[src/rtl/ysyx_mem_arbiter_pkg.sv]
// Shared types and constants for the IFU/LSU memory bus arbiter.
package ysyx_mem_arbiter_pkg;

  localparam int unsigned BYTE_LANES = 4;
  localparam int unsigned STRB_IN_W  = 8;
  localparam int unsigned SIZE_W     = 3;
  localparam int unsigned RESP_W     = 2;
  localparam int unsigned OFF_W      = 2;

  typedef enum logic [2:0] {
    ARB_IDLE = 3'd0,
    ARB_AR   = 3'd1,
    ARB_R    = 3'd2,
    ARB_AW_W = 3'd3,
    ARB_B    = 3'd4
  } arb_state_e;

  typedef enum logic {
    OWN_IFU = 1'b0,
    OWN_LSU = 1'b1
  } arb_owner_e;

  localparam logic [SIZE_W-1:0] AXI_SIZE_BYTE = 3'd0;
  localparam logic [SIZE_W-1:0] AXI_SIZE_HALF = 3'd1;
  localparam logic [SIZE_W-1:0] AXI_SIZE_WORD = 3'd2;

  localparam logic [RESP_W-1:0] AXI_RESP_OKAY = 2'd0;

  // Byte strobe to AXI size; anything unexpected is treated as a full word.
  function automatic logic [SIZE_W-1:0] strb_to_size(input logic [STRB_IN_W-1:0] strb);
    logic [SIZE_W-1:0] size;
    case (strb)
      8'h01:   size = AXI_SIZE_BYTE;
      8'h03:   size = AXI_SIZE_HALF;
      default: size = AXI_SIZE_WORD;
    endcase
    return size;
  endfunction

endpackage

[src/rtl/ysyx_mem_arbiter_wr_align.sv]
// Converts an LSB-justified LSU strobe/data into AXI size and lane-aligned strobe/data.
module ysyx_mem_arbiter_wr_align
  import ysyx_mem_arbiter_pkg::*;
#(
  parameter int unsigned DATA_W = 32
) (
  input  logic [STRB_IN_W-1:0]  i_strb,
  input  logic [OFF_W-1:0]      i_off,
  input  logic [DATA_W-1:0]     i_wdata,
  output logic [SIZE_W-1:0]     o_size,
  output logic [BYTE_LANES-1:0] o_wstrb,
  output logic [DATA_W-1:0]     o_wdata
);

  // Shift strobe and data up to the byte lane selected by the low address bits.
  always_comb begin
    o_size  = strb_to_size(i_strb);
    o_wstrb = BYTE_LANES'(i_strb[BYTE_LANES-1:0] << i_off);
    o_wdata = i_wdata << {i_off, 3'b000};
  end

endmodule

[src/rtl/ysyx_mem_arbiter.sv]
// Round-robin arbiter sharing one AXI4-Lite-style master port between IFU and LSU.
module ysyx_mem_arbiter
  import ysyx_mem_arbiter_pkg::*;
#(
  parameter int unsigned ADDR_W = 32,
  parameter int unsigned DATA_W = 32
) (
  input  logic                  clk,
  input  logic                  rst_n,
  // instruction fetch
  input  logic [ADDR_W-1:0]     ifu_araddr,
  input  logic                  ifu_arvalid,
  output logic [DATA_W-1:0]     ifu_rdata_o,
  output logic                  ifu_rvalid_o,
  // load
  input  logic [ADDR_W-1:0]     lsu_araddr,
  input  logic                  lsu_arvalid,
  input  logic [STRB_IN_W-1:0]  lsu_rstrb,
  output logic [DATA_W-1:0]     lsu_rdata_o,
  output logic                  lsu_rvalid_o,
  // store
  input  logic [ADDR_W-1:0]     lsu_awaddr,
  input  logic                  lsu_awvalid,
  input  logic [DATA_W-1:0]     lsu_wdata,
  input  logic [STRB_IN_W-1:0]  lsu_wstrb,
  input  logic                  lsu_wvalid,
  output logic                  lsu_wready_o,
  output logic                  bus_err_o,
  // read address channel
  output logic [ADDR_W-1:0]     bus_araddr,
  output logic                  bus_arvalid,
  output logic [SIZE_W-1:0]     bus_arsize,
  input  logic                  bus_arready,
  // read data channel
  input  logic [DATA_W-1:0]     bus_rdata,
  input  logic [RESP_W-1:0]     bus_rresp,
  input  logic                  bus_rvalid,
  output logic                  bus_rready,
  // write address channel
  output logic [ADDR_W-1:0]     bus_awaddr,
  output logic                  bus_awvalid,
  output logic [SIZE_W-1:0]     bus_awsize,
  input  logic                  bus_awready,
  // write data channel
  output logic [DATA_W-1:0]     bus_wdata,
  output logic [BYTE_LANES-1:0] bus_wstrb,
  output logic                  bus_wvalid,
  input  logic                  bus_wready,
  // write response channel
  input  logic [RESP_W-1:0]     bus_bresp,
  input  logic                  bus_bvalid,
  output logic                  bus_bready
);

  arb_state_e              r_state;
  arb_owner_e              r_owner;
  arb_owner_e              r_last_grant;

  logic [ADDR_W-1:0]       r_araddr;
  logic [SIZE_W-1:0]       r_arsize;
  logic                    r_arvalid;
  logic                    r_rready;
  logic [ADDR_W-1:0]       r_awaddr;
  logic [SIZE_W-1:0]       r_awsize;
  logic                    r_awvalid;
  logic [DATA_W-1:0]       r_wdata;
  logic [BYTE_LANES-1:0]   r_wstrb;
  logic                    r_wvalid;
  logic                    r_aw_done;
  logic                    r_w_done;
  logic                    r_bready;

  logic [DATA_W-1:0]       r_ifu_rdata;
  logic                    r_ifu_rvalid;
  logic [DATA_W-1:0]       r_lsu_rdata;
  logic                    r_lsu_rvalid;
  logic                    r_lsu_wready;
  logic                    r_bus_err;

  logic                    w_store_req;
  logic                    w_grant_lsu_rd;
  logic                    w_grant_ifu;
  logic                    w_resp_busy;
  logic                    w_aw_hs;
  logic                    w_w_hs;
  logic [STRB_IN_W-1:0]    w_align_strb;
  logic [SIZE_W-1:0]       w_size;
  logic [BYTE_LANES-1:0]   w_wstrb;
  logic [DATA_W-1:0]       w_wdata;

  // Request decode; a pending store always wins, reads go round-robin.
  assign w_store_req    = lsu_awvalid & lsu_wvalid;
  assign w_grant_lsu_rd = lsu_arvalid & (~ifu_arvalid | (r_last_grant == OWN_IFU));
  assign w_grant_ifu    = ifu_arvalid & (~lsu_arvalid | (r_last_grant == OWN_LSU));
  // A requester may still hold valid in the cycle its response pulse is out.
  assign w_resp_busy    = r_ifu_rvalid | r_lsu_rvalid | r_lsu_wready;
  assign w_aw_hs        = r_awvalid & bus_awready;
  assign w_w_hs         = r_wvalid & bus_wready;
  // Loads and stores never share a grant, so one aligner serves both sizes.
  assign w_align_strb   = w_store_req ? lsu_wstrb : lsu_rstrb;

  ysyx_mem_arbiter_wr_align #(
    .DATA_W (DATA_W)
  ) u_wr_align (
    .i_strb  (w_align_strb),
    .i_off   (lsu_awaddr[OFF_W-1:0]),
    .i_wdata (lsu_wdata),
    .o_size  (w_size),
    .o_wstrb (w_wstrb),
    .o_wdata (w_wdata)
  );

  // Arbitration FSM with all downstream and response outputs registered.
  always_ff @(posedge clk or negedge rst_n) begin
    if (!rst_n) begin
      r_state      <= ARB_IDLE;
      r_owner      <= OWN_IFU;
      r_last_grant <= OWN_IFU;
      r_araddr     <= '0;
      r_arsize     <= '0;
      r_arvalid    <= 1'b0;
      r_rready     <= 1'b0;
      r_awaddr     <= '0;
      r_awsize     <= '0;
      r_awvalid    <= 1'b0;
      r_wdata      <= '0;
      r_wstrb      <= '0;
      r_wvalid     <= 1'b0;
      r_aw_done    <= 1'b0;
      r_w_done     <= 1'b0;
      r_bready     <= 1'b0;
      r_ifu_rdata  <= '0;
      r_ifu_rvalid <= 1'b0;
      r_lsu_rdata  <= '0;
      r_lsu_rvalid <= 1'b0;
      r_lsu_wready <= 1'b0;
      r_bus_err    <= 1'b0;
    end else begin
      r_ifu_rvalid <= 1'b0;
      r_lsu_rvalid <= 1'b0;
      r_lsu_wready <= 1'b0;
      r_bus_err    <= 1'b0;
      case (r_state)
        ARB_IDLE: begin
          if (!w_resp_busy) begin
            if (w_store_req) begin
              r_state      <= ARB_AW_W;
              r_owner      <= OWN_LSU;
              r_last_grant <= OWN_LSU;
              r_awaddr     <= lsu_awaddr;
              r_awsize     <= w_size;
              r_wdata      <= w_wdata;
              r_wstrb      <= w_wstrb;
              r_awvalid    <= 1'b1;
              r_wvalid     <= 1'b1;
              r_aw_done    <= 1'b0;
              r_w_done     <= 1'b0;
            end else if (w_grant_lsu_rd) begin
              r_state      <= ARB_AR;
              r_owner      <= OWN_LSU;
              r_last_grant <= OWN_LSU;
              r_araddr     <= lsu_araddr;
              r_arsize     <= w_size;
              r_arvalid    <= 1'b1;
            end else if (w_grant_ifu) begin
              r_state      <= ARB_AR;
              r_owner      <= OWN_IFU;
              r_last_grant <= OWN_IFU;
              r_araddr     <= ifu_araddr;
              r_arsize     <= AXI_SIZE_WORD;
              r_arvalid    <= 1'b1;
            end
          end
        end
        ARB_AR: begin
          if (bus_arready) begin
            r_arvalid <= 1'b0;
            r_rready  <= 1'b1;
            r_state   <= ARB_R;
          end
        end
        ARB_R: begin
          if (bus_rvalid) begin
            r_rready  <= 1'b0;
            r_bus_err <= (bus_rresp != AXI_RESP_OKAY);
            if (r_owner == OWN_IFU) begin
              r_ifu_rvalid <= 1'b1;
              r_ifu_rdata  <= bus_rdata;
            end else begin
              r_lsu_rvalid <= 1'b1;
              r_lsu_rdata  <= bus_rdata;
            end
            r_state <= ARB_IDLE;
          end
        end
        ARB_AW_W: begin
          if (w_aw_hs) begin
            r_awvalid <= 1'b0;
            r_aw_done <= 1'b1;
          end
          if (w_w_hs) begin
            r_wvalid <= 1'b0;
            r_w_done <= 1'b1;
          end
          if ((r_aw_done | w_aw_hs) & (r_w_done | w_w_hs)) begin
            r_bready <= 1'b1;
            r_state  <= ARB_B;
          end
        end
        ARB_B: begin
          if (bus_bvalid) begin
            r_bready     <= 1'b0;
            r_lsu_wready <= 1'b1;
            r_bus_err    <= (bus_bresp != AXI_RESP_OKAY);
            r_state      <= ARB_IDLE;
          end
        end
        default: r_state <= ARB_IDLE;
      endcase
    end
  end

  assign ifu_rdata_o  = r_ifu_rdata;
  assign ifu_rvalid_o = r_ifu_rvalid;
  assign lsu_rdata_o  = r_lsu_rdata;
  assign lsu_rvalid_o = r_lsu_rvalid;
  assign lsu_wready_o = r_lsu_wready;
  assign bus_err_o    = r_bus_err;
  assign bus_araddr   = r_araddr;
  assign bus_arvalid  = r_arvalid;
  assign bus_arsize   = r_arsize;
  assign bus_rready   = r_rready;
  assign bus_awaddr   = r_awaddr;
  assign bus_awvalid  = r_awvalid;
  assign bus_awsize   = r_awsize;
  assign bus_wdata    = r_wdata;
  assign bus_wstrb    = r_wstrb;
  assign bus_wvalid   = r_wvalid;
  assign bus_bready   = r_bready;

endmodule

[config.mk]
export PLATFORM = sky130hd
export DESIGN_NAME = ysyx_mem_arbiter
export DESIGN_NICKNAME = d
export VERILOG_FILES = /design/src/rtl/ysyx_mem_arbiter_pkg.sv /design/src/rtl/ysyx_mem_arbiter_wr_align.sv /design/src/rtl/ysyx_mem_arbiter.sv
export SDC_FILE = /design/constraint.sdc
export NUM_CORES = 1
export LEC_CHECK = 0
export ABC_AREA = 1
export BUFFER_PORTS_ARGS = -buffer_cell sky130_fd_sc_hd__buf_2
export CAP_MARGIN = 20
export CORE_ASPECT_RATIO = 0.8
export CORE_MARGIN = 10
export CORE_UTILIZATION = 43
export DETAILED_ROUTE_END_ITERATION = 7
export PLACE_DENSITY = 0.82
export RECOVER_POWER = 50
export SYNTH_ARGS = -nofsm -noshare
export SYNTH_HDL_FRONTEND = slang
export SYNTH_SLANG_ARGS = --single-unit
[constraint.sdc]
create_clock -name clk -period 1.45 [get_ports clk]
set_input_delay 0.29 -clock clk [delete_from_list [all_inputs] [get_ports clk]]
set_output_delay 0.29 -clock clk [all_outputs]
set_load 0.03 [all_outputs]
# == Word-level counts from Yosys, hierarchy flattened ==
# Index checks and enable logic that the tools add are counted.
# word_totals
input_bits,191
out_inout_bits,179
mem_bits_ro,0
ramBits,0
register_bits,185
mem_count,0
latch_bits,0
elab_cells,130
# classes
n_reduce_logical,20
mul,0
div,0
eq_ne,17
bitwise,17
addsub,0
magnitude_cmp,0
n_mux,53
shifts,2
# op_table
operator,count
two-way mux 32 bit,2
left shift 32 x 5 -> 32 bit,1
two-way mux 1 bit,30
two-way mux 3 bit,10
!= test 2 bit (second input constant),9
AND reduction 3 bit,6
one-hot mux 1 bit (2 select lines),8
one-hot mux 3 bit (5 select lines),1
nonzero test 2 bit,7
AND reduction 4 bit,3
== test 8 x 1 -> 1 bit (second input constant),1
== test 8 x 2 -> 1 bit (second input constant),1
two-way mux 8 bit,1
AND 1 bit,6
== test 3 x 2 -> 1 bit (second input constant),2
bitwise OR 1 bit,6
AND reduction 6 bit,1
NOT 1 bit,5
AND reduction 5 bit,1
!= test 4 bit (second input constant),1
one-hot mux 2 bit (2 select lines),1
left shift 4 x 2 -> 4 bit,1
== test 3 x 1 -> 1 bit (second input constant),1
== test 3 bit (second input constant),1
3 further kinds,3

# == Logic depth before layout (Yosys ltp) ==
# Gate-level depths: netlist of the first run.
# depth
ltp_word,8
depth_mapped,9
mapped_depth_nobuf,8

# == Hierarchy ==
# A second synthesis of the first run with hierarchy kept.
# hier_totals
hier_cells,1108
hier_area_um2,8511.9
# by_module_without_submodules
mod,area_each_um2,seq_area_each_um2,cells_per_inst,instances
ysyx_mem_arbiter,7659.8,4629.4,914,1
ysyx_mem_arbiter_wr_align,852.1,0.0,194,1

# == Worst setup path before layout of the first run ==
# OpenSTA, ideal clock, no wires.
# synth_timing
path_type,register to register
startpoint,"register r_ifu_rvalid, in the netlist ifu_rvalid_o"
endpoint,"register r_araddr[10], in the netlist bus_araddr[10]"
period_less_slack_ns,1.540
n_path_buf,1
t_arrival_ns,1.421
required_ns,1.331
path_stages_with_launch,9
setup_ns,0.119
setup_slack_ns,-0.090
path_cell_list,dfrtp_1 inv_1 nand2_1 nor2_2 nand2_4 nor2_4 buf_2 o21ai_1 o21a_1
# synth_between
elab_chain_len,4
# synth_rtl
element,line,rtl
start: declaration,ysyx_mem_arbiter.sv:74,logic r_ifu_rvalid;
start signal: assignment,ysyx_mem_arbiter.sv:133,r_ifu_rvalid <= 1'b0;
start signal: assignment,ysyx_mem_arbiter.sv:139,r_ifu_rvalid <= 1'b0;
start signal: assignment,ysyx_mem_arbiter.sv:187,r_ifu_rvalid <= 1'b1;
bitwise OR 1 bit (2 in a row),ysyx_mem_arbiter.sv:96,assign w_resp_busy = r_ifu_rvalid | r_lsu_rvalid | r_lsu_wready;
NOT 1 bit (no source line),-,
AND reduction 4 bit (no source line),-,
end signal: assignment,ysyx_mem_arbiter.sv:162,r_araddr <= lsu_araddr;
end signal: assignment,ysyx_mem_arbiter.sv:169,r_araddr <= ifu_araddr;
end: declaration,ysyx_mem_arbiter.sv:59,logic [ADDR_W-1:0] r_araddr;
# No other way between the ends.
# A chain may end at the register's enable or synchronous reset.

# == Final worst setup path of the first run ==
# layout_timing
startpoint,register r_state[1]
endpoint,"register r_ifu_rdata[23], in the netlist ifu_rdata_o[23]"
# layout_between
elab_chain_len,2
# layout_rtl
element,line,rtl
start: declaration,ysyx_mem_arbiter.sv:55,arb_state_e r_state;
start signal: assignment,ysyx_mem_arbiter.sv:116,r_state <= ARB_IDLE;
start signal: assignment,ysyx_mem_arbiter.sv:147,r_state <= ARB_AW_W;
start signal: assignment,ysyx_mem_arbiter.sv:159,r_state <= ARB_AR;
== test 3 x 2 -> 1 bit,ysyx_mem_arbiter.sv:143,case (r_state)
AND reduction 3 bit (no source line),-,
end signal: assignment,ysyx_mem_arbiter.sv:188,r_ifu_rdata <= bus_rdata;
end: declaration,ysyx_mem_arbiter.sv:73,logic [DATA_W-1:0] r_ifu_rdata;
# No other way between the ends.

==> metrics.cfg, run 1 <==
[setup_path]
path_class = reg -> reg
cp-end-kind = flop
worstPathArrival_ns = 1.98
worstSetupStartpointType = flop
cp.required_ns = 1.74
cp_max_fo = 8

[detailed_routing]
wire_per_inst_um = 18.9
viasPerCell = 5.08
drtPass1Iterations = 6
drt-total-wl_mm = 31.4
drc = 0
num_vias = 8401
ant_nets = 0
drt_iter0_markers = 858

[synthesis]
yosys_warnings = 0
syn_inst = 968
synthArstFlopShare_pct = 100
synth_edf_count = 0
yosys-top-cells-count = 333 x nand2_1, 183 x dfrtp_1, 123 x o21ai_0
synthDistinctLibCells = 27
synth_seq_cells = 183
yosys.area.top_type = dfrtp_1
synth.most_common_cell = nand2_1
synth_ff_type = dfrtp_1
ys_seq_area_share_pct = 57.0
synth_top_area_share_pct = 57.0
synthTopCellsByArea = dfrtp_1 57%, nand2_1 16%, o21ai_0 7.7%, nor2_1 5.1%, inv_1 3.3%
syn_avg_cell_area_um2 = 8.29
syn-cell-area_um2 = 8030

[final_layout]
num-nets-final = 1578
nFillCells = 1481
design_area_um2 = 11800
area_growth_pct = 47.4
drive_above_1_share_pct = 36.9

[timing]
setup_viol = 82
rsz0062_at_grt = yes
min_period_over_period_pct = 116
hold_viol = 0
max_freq_ghz = 0.594
hold_ws_ns = 0.0596
skew_ns = 0.00811
setup_ws_ns = -0.235
finalMaxSlewViolations = 0
min_period_ns = 1.68
tightest_slew_ns = 0.596
worst_slew_margin_rel_pct = 59.9

[power]
p_leak_nw = 6.56
swShare_pct = 46.8
peakVddDrop_mv = 1.67
seqPwrFrac_pct = 32.0
p_int_w = 0.0145
p_comb_share_pct = 50.9
power_frac_clock_pct = 17.1
netSwitchingPower_w = 0.0127
p_per_area_nw_per_um2 = 2300

[status]
violations = setup timing
status = complete, but fails checks

[floorplanning]
io_pins = 370
fp.dieH_um = 142
die_area_um2 = 24600
rows = 44
core_area_um2 = 18200
die_w_um = 173
start_util_pct = 44.1

[grt]
grt_pass1_wl_mm = 43.6
grt_max_degree = 66
overflow = 0
antenna_found_initial = 2
grt_util_all_layers_pct = 22.0
grt_pass1_vias = 8081

[placed_design]
dp_hpwl_mm = 21.2
place_area_um2 = 10400
routabilityCongestion = 0.908
port-buffer-count = 367

[clocking]
root_buffer = clkbuf_16
clock_path_buffers = 2
clock-sinks = 183
cts_buffers = 17
cts.reportedPaths.clkPinSlew_ns = 0.07
clk_latency_ns = 0.42
cts_tree = done
htree_levels = 4

[flow_run]
cap_violations = 0

[min_path]
hold_path_class = in -> reg

[kinds of logic after synthesis]
group | Yosys count | synth area share, %
other | 1 | 0.0467
DFF | 183 | 57.0
and+or+nand+nor | 478 | 23.4
buffers and inverters | 126 | 6.78
AOI/OAI and AO/OA | 180 | 12.7
[worst paths after layout]
path | depth (start not counted) | endpoint | slack (ns) | start
setup / recovery | 7 | ifu_rdata_o[23] | -0.23 | r_state[1]
hold reg to reg | 2 | bus_awaddr[12] | 0.48 | bus_awaddr[12]
min in group asynchronous | 2 | ifu_rdata_o[31] | 0.42 | rst_n
max in group asynchronous | 3 | bus_wdata[6] | 0.03 | rst_n
setup reg to reg | 7 | ifu_rdata_o[23] | -0.23 | r_state[1]
hold / removal | 3 | bus_awaddr[28] | 0.06 | lsu_awaddr[28]
[metal layers]
layer	GRT usage, %	vias up	part of all wire (%)
li1	-	3904	-
met2	35.7	438	49
met4	7.65	0	3.5
met5	0	-	0
met1	26.8	3976	39
met3	7.69	83	9.0
[critical path: stages (launching register included)]
cell      delay (ns)
dfrtp_1         0.36
clkbuf_1        0.24
nand3_4         0.12
clkinv_4        0.09
buf_6           0.11
nand3_4         0.14
buf_12          0.20
o21ai_0         0.31
[state kept, by name, indices dropped and copies added (netlist names), 2 cells and up]
register and cells:
bus_araddr 32, bus_arsize 2, bus_awaddr 32, bus_awsize 2, bus_wdata 32, bus_wstrb 4, ifu_rdata_o 32, lsu_rdata_o 32
r_state 3
[metrics by stage]
step                      utilization [%]  TNS, ns  cells  total power [W]  setup WS (ns)
after floorplan                         -        0    969           0.0165         0.0130
after global placement               57.2        0   1584           0.0207         0.0146
after detailed placement             57.2    -1.27   1584           0.0210        -0.0821
after CTS                            61.7   -0.580   1628           0.0262        -0.0435
after global routing                 64.9   -20.29   1653           0.0287         -0.314
final                                64.9    -3.02   1655           0.0272         -0.235
[layout make-up]
type | count | area, µm² | area share [%]
inverters | 74 | 290 | 2.45
diodes | 3 | 7.51 | 0.0635
multi-input cells | 661 | 3050 | 25.8
repair buffers | 450 | 3000 | 25.3
clock inverters | 14 | 165 | 1.40
flip-flops and latches | 183 | 4580 | 38.7
well taps | 253 | 317 | 2.68
clock buffers | 17 | 425 | 3.60
[timing repair]
| action | CTS | global route |
|---|---|---|
| cloned | 3 | 23 |
| pin swaps | 6 | 10 |
| endpoints found under the hold margin | 22 | 0 |
| setup buffers | 9 | 3 |
| hold buffers | 1 | 0 |
| setup endpoints to repair | 38 | 159 |
| gates resized for setup | 41 | 87 |
[power groups by stage]
stage / clock [W] / combinational [W] / sequential [W]
6_report: 0.00466 / 0.0139 / 0.00872
5_1_grt: 0.00495 / 0.0148 / 0.00896
4_1_cts: 0.00471 / 0.0129 / 0.00861
3_5_place_dp: 0 / 0.0123 / 0.00865
3_3_place_gp: 0 / 0.0120 / 0.00863
2_1_floorplan: 0 / 0.00352 / 0.0130
[placed cells by master, fill, tap and decap left out, types with 19 or more instances in the layout]
cell type	count
o21ai_1	68
nand3_1	19
o21a_1	33
buf_4	34
inv_1	67
nor2_1	108
dfrtp_1	181
clkbuf_16	32
o21ai_0	62
nand2_1	324
buf_2	365
No activity file was read; power rests on OpenSTA's default activity.
==> run 2, diff against run 1 <==
--- a/config.mk
+++ b/config.mk
@@ -8,7 +8,7 @@
 export ABC_AREA = 1
 export BUFFER_PORTS_ARGS = -buffer_cell sky130_fd_sc_hd__buf_2
 export CAP_MARGIN = 20
-export CORE_ASPECT_RATIO = 0.8
+export CORE_ASPECT_RATIO = 0.6
 export CORE_MARGIN = 10
 export CORE_UTILIZATION = 43
 export DETAILED_ROUTE_END_ITERATION = 7
==> metrics.cfg, run 2 (synthesis gave the netlist of run 1 again) <==
[setup_path]
cp_max_fo = 8  ; unchanged
path_class = reg -> reg
worstPathArrival_ns = 1.89  ; -0.09 ns
reg2reg_depth = 10  ; +3
cp.required_ns = 1.80  ; +0.06 ns
worstSetupStartpointType = flop
cp-end-kind = flop

[detailed_routing]
ant_nets = 0  ; unchanged
drtPass1Iterations = 5  ; -1
drt-total-wl_mm = 32.7  ; +4.4%
drc = 0  ; unchanged
drt_iter0_markers = 565  ; -34%
wire_per_inst_um = 19.8  ; +4.5%
viasPerCell = 5.13  ; +1.2%
num_vias = 8488  ; +1.0%

[placed_design]
place_area_um2 = 10500  ; +0.54%
routabilityCongestion = 0.889  ; -2.0%
place_ws_ns = -0.0973  ; -0.0153 ns
port-buffer-count = 367  ; unchanged
dp_hpwl_mm = 22.1  ; +4.6%

[floorplanning]
core_area_um2 = 18200  ; about the same
die_area_um2 = 24700  ; +0.59%
start_util_pct = 44.1  ; about the same
die_w_um = 196  ; +14%
fp.dieH_um = 126  ; -12%
io_pins = 370  ; unchanged
rows = 38  ; -14%

[grt]
grt_pass1_vias = 8124  ; +0.53%
grt_pass1_wl_mm = 45.2  ; +3.7%
grt_max_degree = 66  ; unchanged
antenna_found_initial = 5  ; +3
overflow = 0  ; unchanged
gr-usage-met1_pct = 28.6  ; +1.8 points
grt.busiest_layer = met2
grt_util_all_layers_pct = 22.6  ; +0.67 points
groute.layer.met3.usage_pct = 8.21  ; +0.52 points
grt_use_met2_pct = 36.2  ; +0.52 points

[clocking]
clk_latency_ns = 0.42  ; about the same
root_buffer = clkbuf_16
htree_levels = 4  ; unchanged
cts_buffers = 17  ; unchanged
clock_path_buffers = 2  ; unchanged
clock-sinks = 183  ; unchanged
cts_tree = done
cts.reportedPaths.clkPinSlew_ns = 0.08  ; about the same

[final_layout]
drive_above_1_share_pct = 46.2  ; +9.3 points
area_growth_pct = 56.1
final_cell_mix = 349 x buf_2, 226 x nand2_1, 181 x dfrtp_1
final_common_cell = buf_2
num-nets-final = 1585  ; +0.44%
design_area_um2 = 12500  ; +5.9%

[timing]
max_freq_ghz = 0.652  ; +9.8%
tightest_slew_ns = 0.645  ; +0.0491 ns
worst_slew_margin_rel_pct = 57.0  ; -2.9 points
finalMaxSlewViolations = 0  ; unchanged
rsz0062_at_grt = yes
hold_ws_ns = 0.0631  ; +0.00349 ns
skew_ns = 0.0142  ; +0.00604 ns
fin_tns_setup_ns = -3.32  ; -0.298 ns
setup_viol = 89  ; +8.5%
setup_ws_ns = -0.0837  ; +0.151 ns
min_period_over_period_pct = 106  ; -10 points
min_period_ns = 1.53  ; -0.151 ns
hold_viol = 0  ; unchanged

[status]
violations = setup timing
status = complete, but fails checks

[min_path]
hold_path_class = in -> reg
whs_path_depth = 3  ; unchanged

[flow_run]
cap_violations = 0  ; unchanged

[power]
p_leak_nw = 6.85  ; +4.4%
p_per_area_nw_per_um2 = 2300  ; +0.12%
peakVddDrop_mv = 1.19  ; -29%

run 2: changes by cell type in the layout (fill, tap and decap cells not counted), sizes merged:
cell	delta
buf	-11
inv	+2
clkinv	+3
diode	+3
nand3	-1
clkbuf	+18
clkinvlp	-3
run 2: routing by layer:
layer	part of all wire, %	vias to the layer above	routed length (µm)
li1	-	3925	-
met1	40	4087	13000
met2	48	432	15700
met3	11	44	3460
met4	1.9	0	609
met5	0	-	0
run 2: power breakdown:
group	internal, W	total, W	switching (W)
registers	0.00740	0.00897	0.00157
logic	0.00536	0.0151	0.00974
clock network	0.00251	0.00481	0.00230
total	0.0153	0.0289	0.0136
run 2: final cells by class:
type | count | area, µm²
timing repair buffer | 457 | 3180
antenna | 6 | 15.0
timing repair inverter | 1 | 8.76
tap | 240 | 300
clock inverter | 15 | 193
inverter | 74 | 298
multi-input combinational | 660 | 3530
clock buffer | 17 | 425
fill | 1377 | 5680
sequential | 183 | 4580
run 2: worst max-delay path: stages (launching register included):
cell	delay [ns]
dfrtp_1	0.40
nor2_2	0.15
nand2_2	0.09
inv_4	0.09
nand2_4	0.06
buf_6	0.12
nor2_4	0.11
buf_12	0.15
clkbuf_16	0.18
nand2_1	0.06
nand2_1	0.06
run 2: per-stage QoR:
| stage | cells | power (W) | util (%) |
|---|---|---|---|
| final | 1653 | 0.0289 | 68.8 |
| after global routing | 1649 | 0.0304 | 68.8 |
| after detailed placement | 1572 | 0.0211 | 57.5 |
| after floorplan | 969 | 0.0165 | - |
| after CTS | 1626 | 0.0272 | 63.3 |
| after global placement | 1572 | 0.0207 | 57.5 |
run 2: timing repair:
item | 4_1_cts | 5_1_grt
hold buffers | 1 | 0
setup buffers | 14 | 4
endpoints found under the setup margin | 49 | 161
resized for setup | 39 | 226
endpoints found under the hold margin | 37 | 0
pin swaps | 7 | 52
cloned | 7 | 21
run 2: path summary, 6_finish.rpt:
path	from	to	slack [ns]
hold / removal	lsu_awaddr[14]	bus_awaddr[14]	0.06
max in group asynchronous	rst_n	ifu_rvalid_o	0.11
min in group asynchronous	rst_n	ifu_rdata_o[5]	0.47
setup / recovery	r_state[1]	bus_awaddr[5]	-0.08
setup reg to reg	r_state[1]	bus_awaddr[5]	-0.08
hold reg to reg	bus_awaddr[18]	bus_awaddr[18]	0.48
